===== src/rtl/alu_ctrl_seq.sv =====
// Registered ALU/MDU control unit for the RV32I(+M) core: decodes aluOp/funct fields into an
// operation code and sequences fixed-latency multiply/divide, stalling the pipeline while busy.
module alu_ctrl_seq #(
  parameter int ENABLE_M = 1,
  parameter int MUL_LAT  = 3,
  parameter int DIV_LAT  = 33,
  parameter int CTRL_W   = 5
) (
  input  logic              clk,
  input  logic              reset,
  input  logic              flush,
  input  logic              in_valid,
  output logic              in_ready,
  input  logic [1:0]        aluOp,
  input  logic [6:0]        funct7,
  input  logic [2:0]        funct3,
  input  logic [6:0]        instOpcode,
  output logic [CTRL_W-1:0] aluControl,
  output logic              out_valid,
  output logic              mdu_start,
  output logic              stall,
  output logic              illegal_inst
);

  localparam int MAX_LAT = (MUL_LAT > DIV_LAT) ? MUL_LAT : DIV_LAT;
  localparam int CNT_W   = $clog2(MAX_LAT + 1);
  localparam logic [CNT_W-1:0] MUL_LOAD = CNT_W'(MUL_LAT - 1);
  localparam logic [CNT_W-1:0] DIV_LOAD = CNT_W'(DIV_LAT - 1);

  localparam logic [6:0] OPC_R     = 7'b0110011;
  localparam logic [6:0] OPC_I     = 7'b0010011;
  localparam logic [6:0] OPC_AUIPC = 7'b0010111;
  localparam logic [6:0] F7_BASE   = 7'b0000000;
  localparam logic [6:0] F7_ALT    = 7'b0100000;
  localparam logic [6:0] F7_M      = 7'b0000001;

  localparam logic [4:0] OP_ADD  = 5'b00000;
  localparam logic [4:0] OP_SUB  = 5'b00001;
  localparam logic [4:0] OP_SLL  = 5'b00010;
  localparam logic [4:0] OP_XOR  = 5'b00011;
  localparam logic [4:0] OP_SRL  = 5'b00100;
  localparam logic [4:0] OP_SRA  = 5'b00101;
  localparam logic [4:0] OP_OR   = 5'b00110;
  localparam logic [4:0] OP_AND  = 5'b00111;
  localparam logic [4:0] OP_SLTU = 5'b01000;
  localparam logic [4:0] OP_BEQ  = 5'b01001;
  localparam logic [4:0] OP_BNE  = 5'b01010;
  localparam logic [4:0] OP_LUI  = 5'b01011;
  localparam logic [4:0] OP_BGE  = 5'b01100;
  localparam logic [4:0] OP_BLTU = 5'b01101;
  localparam logic [4:0] OP_BGEU = 5'b01110;
  localparam logic [4:0] OP_BLT  = 5'b01111;
  localparam logic [4:0] OP_SLT  = 5'b11000;
  localparam logic [4:0] OP_ILL  = 5'b11111;

  typedef enum logic {IDLE, BUSY} state_t;

  state_t           state, stateNext;
  logic [CNT_W-1:0] count, countNext, latLoad;
  logic [CTRL_W-1:0] ctrlNext;
  logic             outValidNext, mduStartNext, stallNext, illegalNext;
  logic [4:0]       decCode;
  logic             isMdu, isDiv;

  // Pure decode of the incoming fields; M ops reuse funct3 as the low code bits.
  always_comb begin
    decCode = OP_ILL;
    case (aluOp)
      2'b00: decCode = OP_ADD;
      2'b01: begin
        if (instOpcode == OPC_R && funct7 == F7_M) begin
          decCode = (ENABLE_M != 0) ? {2'b10, funct3} : OP_ILL;
        end else if (instOpcode == OPC_R && funct7 == F7_ALT) begin
          if (funct3 == 3'b101)      decCode = OP_SRA;
          else if (funct3 == 3'b000) decCode = OP_SUB;
          else                       decCode = OP_ILL;
        end else if (instOpcode == OPC_R && funct7 != F7_BASE) begin
          decCode = OP_ILL;
        end else if (instOpcode == OPC_I && funct7 == F7_ALT && funct3 == 3'b101) begin
          decCode = OP_SRA;
        end else begin
          case (funct3)
            3'b000:  decCode = OP_ADD;
            3'b001:  decCode = OP_SLL;
            3'b010:  decCode = OP_SLT;
            3'b011:  decCode = OP_SLTU;
            3'b100:  decCode = OP_XOR;
            3'b101:  decCode = OP_SRL;
            3'b110:  decCode = OP_OR;
            default: decCode = OP_AND;
          endcase
        end
      end
      2'b10: begin
        case (funct3)
          3'b000:  decCode = OP_BEQ;
          3'b001:  decCode = OP_BNE;
          3'b100:  decCode = OP_BLT;
          3'b101:  decCode = OP_BGE;
          3'b110:  decCode = OP_BLTU;
          3'b111:  decCode = OP_BGEU;
          default: decCode = OP_ILL;
        endcase
      end
      default: decCode = (instOpcode == OPC_AUIPC) ? OP_ADD : OP_LUI;
    endcase
  end

  assign isMdu    = (decCode[4:3] == 2'b10);
  assign isDiv    = decCode[2];
  assign latLoad  = isDiv ? DIV_LOAD : MUL_LOAD;
  assign in_ready = (state == IDLE);

  // Next-state and next-output logic; flush wins over everything except reset.
  always_comb begin
    stateNext    = state;
    countNext    = count;
    ctrlNext     = aluControl;
    outValidNext = 1'b0;
    mduStartNext = 1'b0;
    stallNext    = 1'b0;
    illegalNext  = 1'b0;
    if (flush) begin
      stateNext = IDLE;
      countNext = '0;
    end else begin
      case (state)
        IDLE: begin
          if (in_valid) begin
            ctrlNext    = CTRL_W'(decCode);
            illegalNext = (decCode == OP_ILL);
            if (isMdu) begin
              mduStartNext = 1'b1;
              if (latLoad == '0) begin
                outValidNext = 1'b1;
              end else begin
                stateNext = BUSY;
                countNext = latLoad;
                stallNext = 1'b1;
              end
            end else begin
              outValidNext = 1'b1;
            end
          end
        end
        default: begin
          if (count <= CNT_W'(1)) begin
            stateNext    = IDLE;
            countNext    = '0;
            outValidNext = 1'b1;
          end else begin
            countNext = count - CNT_W'(1);
            stallNext = 1'b1;
          end
        end
      endcase
    end
  end

  always_ff @(posedge clk) begin
    if (reset) begin
      state        <= IDLE;
      count        <= '0;
      aluControl   <= '0;
      out_valid    <= 1'b0;
      mdu_start    <= 1'b0;
      stall        <= 1'b0;
      illegal_inst <= 1'b0;
    end else begin
      state        <= stateNext;
      count        <= countNext;
      aluControl   <= ctrlNext;
      out_valid    <= outValidNext;
      mdu_start    <= mduStartNext;
      stall        <= stallNext;
      illegal_inst <= illegalNext;
    end
  end

endmodule


===== config.mk =====
export PLATFORM = sky130hd
export DESIGN_NAME = alu_ctrl_seq
export DESIGN_NICKNAME = d
export VERILOG_FILES = /design/src/rtl/alu_ctrl_seq.sv
export SDC_FILE = /design/constraint.sdc
export NUM_CORES = 1
export LEC_CHECK = 0
export BUFFER_PORTS_ARGS = -buffer_cell sky130_fd_sc_hd__buf_2
export CORE_ASPECT_RATIO = 1.4
export CORE_MARGIN = 4
export CORE_UTILIZATION = 54
export DETAILED_ROUTE_END_ITERATION = 10
export HOLD_SLACK_MARGIN = 0.15
export PLACE_DENSITY = 0.85
export SYNTH_ARGS = -nofsm -noshare
export SYNTH_HDL_FRONTEND = slang
export SYNTH_SLANG_ARGS = --single-unit

===== constraint.sdc =====
create_clock -name clk -period 3.15 [get_ports clk]
set_clock_uncertainty 0.1 [all_clocks]
set_input_delay 0.1575 -clock clk [delete_from_list [all_inputs] [get_ports clk]]
set_output_delay 0.1575 -clock clk [all_outputs]
set_load 0.02 [all_outputs]

==> run metrics <==
Hold Crit Class in -> reg; Synth Instances 139; die height around 62 um; R2R depth 6; design area around 0.0014 sq mm; # Post-CTS Setup Buffers 0; sequential share of the synthesized area 0.264; clock network power share 0.283; Worst Tran Pin Value 582 ps; most frequent cells in the layout buf_2, dfxtp_1, nand2_1, nor2_1, a21oi_1; Die ar. 0.00292 sq mm; Clk Tree Root Cell clkbuf_4; cts repair resizes 0; Slew Limit Fails 0; worst reg-to-reg setup slack around 1100 ps; # fillers 180; number of I/O pins 33; core area approximately 0.002 sq mm; H-tree lvl count 1; commonest non-fill, non-tap cell in the layout buf_2; Most used DFF post-synth dfxtp_1; Arr. time, crit path ~2300 ps; final setup vio count 0; Die Width 46.8 um; synthesized cell area 0.00114 sq mm; Ys Warns 0; unrepaired setup endpoints after global routing false; post-DP HPWL around 2300 um; Post-Route Setup TNS 0 ps; fmax about 460 MHz; initial core utilization 0.570; final net count between 150 and 200; CP required 3250 ps; Design Power a little over 0.0004 W; Core Rows 19; P_sw ~0.00012 W; Seq pwr share 0.486; vias post-DR between 1000 and 1500; Cell Count, Final, Fillers Out a little under 200; Avg Synthesized Cell Area 8.19 sq um; Post-synth ARST share 0; hold_sp flush; min Tclk post-route ~2200 ps; Syn Nets 164; clock tree buffer depth 2; DR pass1 iterations 4; dpl cells between 150 and 200; Worst-Skew Late Latency 300 ps; final wirelength 2850 um; DRC Markers 0; status finished clean; critical path launch point type input port; Hold Path Sink state; Hold Fails Final Rpt 0; via/cell ratio 6.32; WL per Instance about 15 um; Antenna Diode Count 0; kind of critical path in -> reg; largest net degree at the start of global routing 12; fin crit share 0.690; Yosys reg bits 15; max-cap viol count 0; GRT Residual Overflow 0; maximum VDD drop about 0.19 mV; Clock transition at path regs 100 ps; IO Port Bufs 32; combinational power share 0.231; layout cell share with drive strength beyond 1 0.297; Total GRT Usage 0.213; number of synthesized flops with an enable pin 0; switching part of the total power 0.306; Reg2Reg Launch Point state; Crit. End Element register; Pint around 0.00028 W; leak pwr between 0.5 and 0.6 nW; area grow syn2layout 18.7%; power per cell area roughly 300 mW/mm^2; DR iter-0 viols 51; antenna-violating nets left 0; reg-to-reg endpoint aluControl[2]; clock sinks 15; total CTS buffers 3; initial antenna violation count 0; CTS tree done; fin util 0.677; first-pass GRT wire length about 4800 um; GPL Wtd Cong 0.982; DP Area around 0.0013 sq mm; crit-path max FO 3; worst hold path depth 3; Yosys cell types 48; vias in the first global route about 1200; Slew Limit Headroom 0.610; cts hold-fix bufs 2
-- routing by layer --
layer	up-vias	global-route usage	part of all wire
met2	50	0.372	0.52
met5	-	0	0
li1	604	-	-
met3	9	0.0289	0.061
met1	556	0.230	0.39
met4	0	0.111	0.024
-- stage by stage --
step | worst slack [ps] | hold slack, ps
2_1_floorplan | 1170 | 274
3_3_place_gp | 932 | 309
3_5_place_dp | 894 | 310
4_1_cts | 974 | 155
5_1_grt | 849 | 155
6_report | 975 | 149
-- worst max path at each step --
| stage | endpoint | slack [ps] | startpoint | cells after the start |
|---|---|---|---|---|
| global route | aluControl[2] | 850 | funct7[3] | 8 |
| detailed placement | count[1] | 890 | funct7[3] | 8 |
| CTS | aluControl[2] | 970 | funct7[3] | 8 |
| global placement | count[1] | 930 | funct7[3] | 8 |
| finish | aluControl[2] | 980 | funct7[3] | 8 |
| floorplan | count[1] | 1170 | instOpcode[6] | 7 |
-- state kept, by name, indices dropped and copies added (netlist names) --
register	cells
count	6
aluControl	5
illegal_inst	1
mdu_start	1
out_valid	1
state	1
-- logic make-up after synthesis --
| kind of cell | share of synthesized area |
|---|---|
| simple gates | 0.379 |
| compound gates | 0.288 |
| flops | 0.264 |
| buf+inv | 0.0319 |
| xor+xnor | 0.0154 |
| fa+ha+maj | 0.0220 |
-- worst max-delay path, stage by stage --
cell and delay [ps]:
buf_2 110, or4_4 560, nor4b_2 240, nand2_1 150
a221o_1 360, nand3_1 90, a21oi_1 60, dlygate4sd3_1 540
-- synth_stat cells, types with 2 or more instances --
cell type	count	area, sq um
a211oi_1	3	22.5
clkbuf_1	3	11.3
o22a_1	2	17.5
nor2b_1	4	25.0
or2_2	2	12.5
nand3_1	3	15.0
a21oi_1	7	35.0
nor4_2	2	25.0
dfxtp_1	15	300
a221o_1	2	20.0
inv_1	4	15.0
nand4_1	2	12.5
nand2b_1	5	31.3
ha_1	2	25.0
xnor2_1	2	17.5
nand2_1	12	45.0
and2_1	2	12.5
o31ai_1	3	22.5
and3_1	2	12.5
nor4_1	4	25.0
nor3_1	5	25.0
o21ai_1	4	20.0
o21ai_0	6	30.0
nor2_1	10	37.5
buf_2	2	10.0
or3_1	4	25.0
a211oi_2	2	25.0
a41oi_1	3	26.3
nor3b_1	3	22.5
-- power by group through the flow --
stage | logic, W | clock network (W) | registers [W]
global route | 0.000103 | 0.000129 | 0.000197
global placement | 0.0000882 | 0 | 0.000201
finish | 0.0000936 | 0.000114 | 0.000196
CTS | 0.0000929 | 0.000114 | 0.000196
detailed placement | 0.0000910 | 0 | 0.000201
floorplan | 0.0000495 | 0 | 0.000206
-- layout make-up --
class,count,area (sq um),area share
well taps,21,26.3,0.0194
flip-flops and latches,15,300,0.222
multi-input cells,115,802,0.594
clock inverters,1,5.00,0.00370
clock buffers,3,22.5,0.0167
inverters,4,15.0,0.0111
repair buffers,34,180,0.133
(Power assumes the default switching activity.)
